`src/rtl/div_iter.sv`:
```
// Iterative radix-2 restoring divider answering the EX-stage start/ready/annul
// handshake; result_o carries {remainder, quotient}.
module div_iter #(
  parameter int WIDTH = 32,
  parameter int CNT_W = 6
) (
  input  logic               clk,
  input  logic               rst,
  input  logic               signed_div_i,
  input  logic [WIDTH-1:0]   opdata1_i,
  input  logic [WIDTH-1:0]   opdata2_i,
  input  logic               start_i,
  input  logic               annul_i,
  output logic [2*WIDTH-1:0] result_o,
  output logic               ready_o
);

  typedef enum logic [1:0] {
    S_IDLE    = 2'd0,
    S_BY_ZERO = 2'd1,
    S_ON      = 2'd2,
    S_END     = 2'd3
  } state_t;

  state_t             r_state;
  logic [CNT_W-1:0]   r_cnt;
  logic [WIDTH-1:0]   r_rem;
  logic [WIDTH-1:0]   r_quo;
  logic [WIDTH-1:0]   r_divisor;
  logic               r_signed;
  logic               r_a_neg;
  logic               r_b_neg;
  logic               r_ready;
  logic [2*WIDTH-1:0] r_result;

  logic               w_op1_neg;
  logic               w_op2_neg;
  logic [WIDTH-1:0]   w_op1_mag;
  logic [WIDTH-1:0]   w_op2_mag;
  logic [WIDTH:0]     w_partial;
  logic [WIDTH:0]     w_diff;
  logic               w_fits;
  logic [WIDTH-1:0]   w_rem_step;
  logic [WIDTH-1:0]   w_quo_step;
  logic [WIDTH-1:0]   w_quo_fix;
  logic [WIDTH-1:0]   w_rem_fix;

  assign w_op1_neg = signed_div_i & opdata1_i[WIDTH-1];
  assign w_op2_neg = signed_div_i & opdata2_i[WIDTH-1];
  assign w_op1_mag = w_op1_neg ? (~opdata1_i + 1'b1) : opdata1_i;
  assign w_op2_mag = w_op2_neg ? (~opdata2_i + 1'b1) : opdata2_i;

  // The shifted partial remainder needs WIDTH+1 bits; the extra top bit of
  // the difference is the borrow that decides quotient bit vs. restore.
  assign w_partial  = {r_rem, r_quo[WIDTH-1]};
  assign w_diff     = w_partial - {1'b0, r_divisor};
  assign w_fits     = ~w_diff[WIDTH];
  assign w_rem_step = w_fits ? w_diff[WIDTH-1:0] : w_partial[WIDTH-1:0];
  assign w_quo_step = {r_quo[WIDTH-2:0], w_fits};

  assign w_quo_fix = (r_signed & (r_a_neg ^ r_b_neg)) ? (~r_quo + 1'b1) : r_quo;
  assign w_rem_fix = (r_signed & r_a_neg) ? (~r_rem + 1'b1) : r_rem;

  always_ff @(posedge clk) begin
    if (rst) begin
      r_state   <= S_IDLE;
      r_cnt     <= '0;
      r_rem     <= '0;
      r_quo     <= '0;
      r_divisor <= '0;
      r_signed  <= 1'b0;
      r_a_neg   <= 1'b0;
      r_b_neg   <= 1'b0;
      r_ready   <= 1'b0;
      r_result  <= '0;
    end else begin
      case (r_state)
        S_IDLE: begin
          if (start_i && !annul_i) begin
            r_cnt    <= '0;
            r_signed <= signed_div_i;
            r_a_neg  <= w_op1_neg;
            r_b_neg  <= w_op2_neg;
            if (opdata2_i == '0) begin
              r_state <= S_BY_ZERO;
            end else begin
              r_state   <= S_ON;
              r_rem     <= '0;
              r_quo     <= w_op1_mag;
              r_divisor <= w_op2_mag;
            end
          end
        end
        S_BY_ZERO: begin
          if (annul_i) begin
            r_state <= S_IDLE;
          end else begin
            r_state  <= S_END;
            r_ready  <= 1'b1;
            r_result <= '0;
          end
        end
        S_ON: begin
          if (annul_i) begin
            r_state <= S_IDLE;
          end else if (r_cnt != CNT_W'(WIDTH)) begin
            r_rem <= w_rem_step;
            r_quo <= w_quo_step;
            r_cnt <= r_cnt + 1'b1;
          end else begin
            r_state  <= S_END;
            r_ready  <= 1'b1;
            r_result <= {w_rem_fix, w_quo_fix};
          end
        end
        S_END: begin
          // annul_i has no effect once the result is presented.
          if (!start_i) begin
            r_state  <= S_IDLE;
            r_ready  <= 1'b0;
            r_result <= '0;
          end
        end
        default: r_state <= S_IDLE;
      endcase
    end
  end

  assign ready_o  = r_ready;
  assign result_o = r_result;

endmodule
```
`config.mk`:
```
export PLATFORM = sky130hd
export DESIGN_NAME = div_iter
export DESIGN_NICKNAME = d
export VERILOG_FILES = /design/src/rtl/div_iter.sv
export SDC_FILE = /design/constraint.sdc
export NUM_CORES = 1
export LEC_CHECK = 0
export BUFFER_PORTS_ARGS = -buffer_cell sky130_fd_sc_hd__buf_2
export CAP_MARGIN = 20
export CORE_MARGIN = 1
export CORE_UTILIZATION = 55
export DETAILED_ROUTE_END_ITERATION = 10
export PLACE_DENSITY_LB_ADDON = 0.3
export SLEW_MARGIN = 0
export SYNTH_ARGS = -nofsm -noshare
export SYNTH_HDL_FRONTEND = slang
export SYNTH_SLANG_ARGS = --single-unit
```
`constraint.sdc`:
```
create_clock -name clk -period 7 [get_ports clk]
set_input_delay 1.05 -clock clk [delete_from_list [all_inputs] [get_ports clk]]
set_output_delay 1.05 -clock clk [all_outputs]
set_load 0.01 [all_outputs]
```
[After elaboration in Yosys (flattened, before gate mapping)]
Index checks and enable logic that the tools add are counted.
Word-level totals
  latch bits: 0
  logic and storage cells: 87
  RAM bits: 0
  memories kept: 0
  register bits: 172
  input port bits: 69
  ROM bits: 0
Operators by class
  $mul: 0
  $add $sub $neg: 6
  divide/modulo/power cells: 0
  bitwise operators: 11
  equal/unequal tests: 12
  reduce and logical (&&, ||, !) cells: 12
  multiplexer cells: 36
  magnitude comparators: 0
  shift-type cells: 0
Operators with widths (number)
  $mux 32: 13
  $mux 64: 4
  $pmux 64 s3: 1
  $add 32x1->32 const B: 4
  $not 32->32: 4
  $pmux 32 s2: 2
  $sub 33x32->33: 1
  $logic_not 32->1: 1
  $mux 6: 3
  $ne 2x2->1 const B: 7
  $mux 2: 6
  $pmux 6 s2: 1
  $reduce_and 5->1: 2
  $pmux 2 s4: 1
  $add 6x1->6 const B: 1
  $ne 6x6->1 const B: 1
  $reduce_and 3->1: 2
  $and 1x1->1: 4
  $eq 2x2->1 const B: 2
  $mux 1: 4
  $reduce_and 4->1: 1
  $ne 3x3->1 const B: 1
  $pmux 1 s3: 1
  $reduce_bool 3->1: 1
  other kinds (8): 9

[Logic depth before layout (Yosys ltp)]
  word-level depth: 6
  mapped depth: 12
  gate-level depth less buffers: 11

[Worst setup path before layout]
OpenSTA, ideal clock, no wires.
  path type: input -> register
  start: input port opdata2_i[3]
  end: register r_rem[29]
  cell stages on the path: 11
  arrival: 3202 ps
  path slack: 3669 ps
  path buffers: 3
  path through: or3_1 > or3b_1 > clkbuf_1 > nor2_1 > and4_1 > buf_2 > a21boi_1 > and2_1 > clkbuf_1 > a32oi_1 > o21ai_0
On the way
  word-level cells in the longest chain between the ends: 3
Ends and longest elaborated chain
  start: declaration: line 11  | input logic [WIDTH-1:0] opdata2_i,
  $logic_not 32->1: line 84  | if (opdata2_i == '0) begin
  $ne 2x2->1 (no source line)
  $reduce_and 5->1 (no source line)
  end signal: assignment: line 107  | r_rem <= w_rem_step;
  end: declaration: line 27  | logic [WIDTH-1:0] r_rem;
Every way passes these cells.
A chain may end at the register's enable or synchronous reset.

[Worst setup path after layout]
  start: input port opdata2_i[7]
  end: register r_rem[13]
The elaborated chain is that of the path after synthesis.

==> impl_metrics.ini <==
[timing]
tightest_slew_ns = 1.00
drv_slew = 0
fmax_mhz = 260
fin_setup_tns_ns = 0
slew-limit-headroom_pct = 33.1
rsz0062_at_grt = false
skew_ns = 0.00925
finalHoldViolCount = 0
setup_violations = 0
period_needed_ns = 3.84
fin_crit_sh_pct = 54.8

[setup_path]
r2r_slack_ns = 3.30
cp_max_fo = 31
criticalPathCategory = input port to flop
crit_start = opdata2_i[7]
required_ns = 7.32
endpoint = r_rem[13]$_SDFFE_PP0P_
reg2reg_depth = 9
cp_slowest_cell = and2_1
worst_setup_path_end_kind = flop
path_cells = buf_2 -> nor4_1 -> or3b_1 -> nor2_1 -> and4_1 -> a21boi_2 -> buf_4 -> and2_1 -> and3_1 -> a211o_1
slowest_delay_ns = 0.47
start_kind = input port
cp.arrival_ns = 4.16
r2r-end = r_rem[13]$_SDFFE_PP0P_
r2r-start = r_rem[14]$_SDFFE_PP0P_

[floorplanning]
rows = 51
die_w_um = 144
top_level_ports = 134
coreArea_um2 = 19600
dieArea_um2 = 20700
initial_utilization_pct = 56.4
die_height_um = 144

[routing]
drcViolationCount = 0
vias_per_cell = 5.86
drt-initial-drc-count = 975
wl_per_cell_um = 15.8
first_pass_iters = 7
ant_nets = 0
vias = 10700
wirelength_mm = 28.9

[grt]
grt_usage_pct = 28.7
grt_pass1_wl_mm = 47.5
grt_overflow = 0
grt_max_degree = 95
grt_pass1_vias = 9497
antenna_found_initial = 0

[synthesis]
avgSynthCellArea_um2 = 7.48
ys_warn_count = 0
synth_top_area_cell = dfxtp_1
yosysTopAreaCellShare_pct = 31.2
synth_area_um2 = 11000
synthFlopType = dfxtp_1
synth-seq-cells = 172
synthTopCellsByArea = dfxtp_1 (31%), nand2_1 (7.0%), xnor2_1 (6.1%)
seq_area_frac_synth_pct = 31.2
synth_edf_count = 0
post_synth_num_cell_types = 66
ys_async_sr_fraction_pct = 0
synthCells = 1476
synth_nets = 1588

[placed_design]
port_buffers = 133
dp.cells = 1792
gp_congestion = 0.903
dp_hpwl_mm = 21.4

[clock_network]
clkLatencyLatePin_ns = 0.43
clock_sinks = 172
clkTransAtPathRegs_ns = 0.06
cts-root-buf = clkbuf_16
holdBufCountCts = 0
clockBufferDepth = 2
cts_tree = done
post_cts_resized = 0
htree_num_levels = 4
postCtsSetupRepairBufs = 0
cts_buffers = 17

[worst_hold_path]
hold_class = flop to flop

[power_and_ir_drop]
powerDensity_nw_per_um2 = 291
swShare_pct = 39.6
internal_power_mw = 2.19
vdd_drop_max_uv = 176
cellLeakagePower_nw = 4.96
combinationalPowerShare_pct = 39.5
switchingPower_mw = 1.44
clkPwrFrac_pct = 27.9
seqPwrFrac_pct = 32.6

[final_layout]
syn_to_final_growth_pct = 12.8
drive_gt1_share_pct = 12.3
n_antenna_cell = 0
nets = 1659
fin_cells = 1824

[outcome]
status = completed

[flow_run]
drv_cap = 0
-- synthesized netlist by cell type (4+ instances only) --
cell type  instances
nor2b_1            5
and2_1             9
o211ai_1           9
clkbuf_1          78
a211oi_1          30
inv_1             60
ha_1              42
a21o_1             7
o21ai_1           12
nand2_1          205
xor2_1            71
a21oi_1          119
o31ai_1           24
or4_1              6
xnor2_1           77
nor4_1            18
o21ai_0          109
a22oi_1           34
nand3b_1           4
nor2_1           154
a32oi_1            9
nand4_1           14
o41ai_1           16
nand2b_1          12
a31oi_1           10
and3_1             6
mux2i_1           26
buf_2              9
o21bai_1           5
or3_1              7
nand3_1           37
nor3_1            24
dfxtp_1          172
-- logic make-up (layout without fill, tap and decap cells) --
family,after synthesis,after routing,share of synthesized area [%]
fa+ha+maj,43,43,4.94
xor+xnor,148,148,11.7
compound gates,414,414,23.2
mux,27,27,2.46
simple gates,522,522,21.3
flops,172,172,31.2
buf+inv,150,233,5.20
-- power groups by stage --
stage	registers, mW	clock network [mW]	logic (mW)
after global placement	1.20	0	1.35
final	1.18	1.01	1.43
after global routing	1.20	1.07	1.59
after detailed placement	1.20	0	1.38
after floorplan	1.17	0	1.07
after CTS	1.18	1.02	1.40
-- how the worst min path moves through the flow --
stage / slack [ns] / cells past startpoint / startpoint / to
after floorplan: 0.45 / 2 / r_divisor[31]$_SDFFE_PP0P_ / r_divisor[31]$_SDFFE_PP0P_
final: 0.44 / 2 / result_o[60]$_SDFFE_PP0P_ / result_o[60]$_SDFFE_PP0P_
after global routing: 0.46 / 2 / result_o[62]$_SDFFE_PP0P_ / result_o[62]$_SDFFE_PP0P_
after global placement: 0.43 / 2 / result_o[25]$_SDFFE_PP0P_ / result_o[25]$_SDFFE_PP0P_
after CTS: 0.45 / 2 / result_o[60]$_SDFFE_PP0P_ / result_o[60]$_SDFFE_PP0P_
after detailed placement: 0.44 / 2 / result_o[60]$_SDFFE_PP0P_ / result_o[60]$_SDFFE_PP0P_
-- layout by cell type (no fill, tap or decap), drive strengths merged, types with 4 or more instances in the layout --
cell type / n
a211oi: 30
a21boi: 5
a21o: 7
a21oi: 119
a22oi: 34
a31oi: 10
a32oi: 9
and2: 10
and3: 6
buf: 142
bufinv: 4
clkbuf: 22
dfxtp: 172
ha: 42
inv: 61
mux2i: 26
nand2: 205
nand2b: 12
nand3: 38
nand3b: 4
nand4: 14
nor2: 156
nor2b: 5
nor3: 25
nor4: 18
o211ai: 9
o21ai: 121
o21bai: 5
o311ai: 4
o31ai: 25
o41ai: 16
or3: 8
or4: 9
xnor2: 77
xor2: 71
-- sequential cells by signal, indices dropped and copies added, names as in the netlist, 2 cells and up --
signal     cells
r_quo         32
result_o      64
r_cnt          6
r_state        2
r_rem         32
r_divisor     32
-- worst max-delay path, delay by kind of cell --
kind	cells	cell delay, ns
compound gates	2	0.31
buf+inv	2	0.37
simple gates	6	2.38
-- through the flow --
step	total power [mW]	hold slack [ns]	util, %	worst slack (ns)	area (µm²)
detailed placement	2.59	0.437	60.3	2.75	11800
global placement	2.55	0.430	60.0	2.71	11800
global route	3.86	0.457	63.6	2.90	12500
floorplan	2.24	0.450	-	3.67	11000
finish	3.63	0.443	63.6	3.16	12500
CTS	3.60	0.445	63.5	3.20	12400
-- final cells by class --
class / count / area, µm²
Timing Repair Buffer: 142 / 779
Sequential cell: 172 / 3440
Clock buffer: 22 / 464
Fill cell: 1744 / 7130
Clock inverter: 9 / 161
Tap cell: 265 / 332
Multi-Input combinational cell: 1154 / 7060
Inverter: 60 / 225
-- layer usage --
metal	GRT usage [%]	up-vias	wire length, µm
li1	-	5350	-
met1	40.6	4950	13900
met2	45.3	360	12900
met3	4.37	29	1760
met4	7.33	0	347
met5	0	-	0
Note: power is estimated with default switching activity, not from simulation.
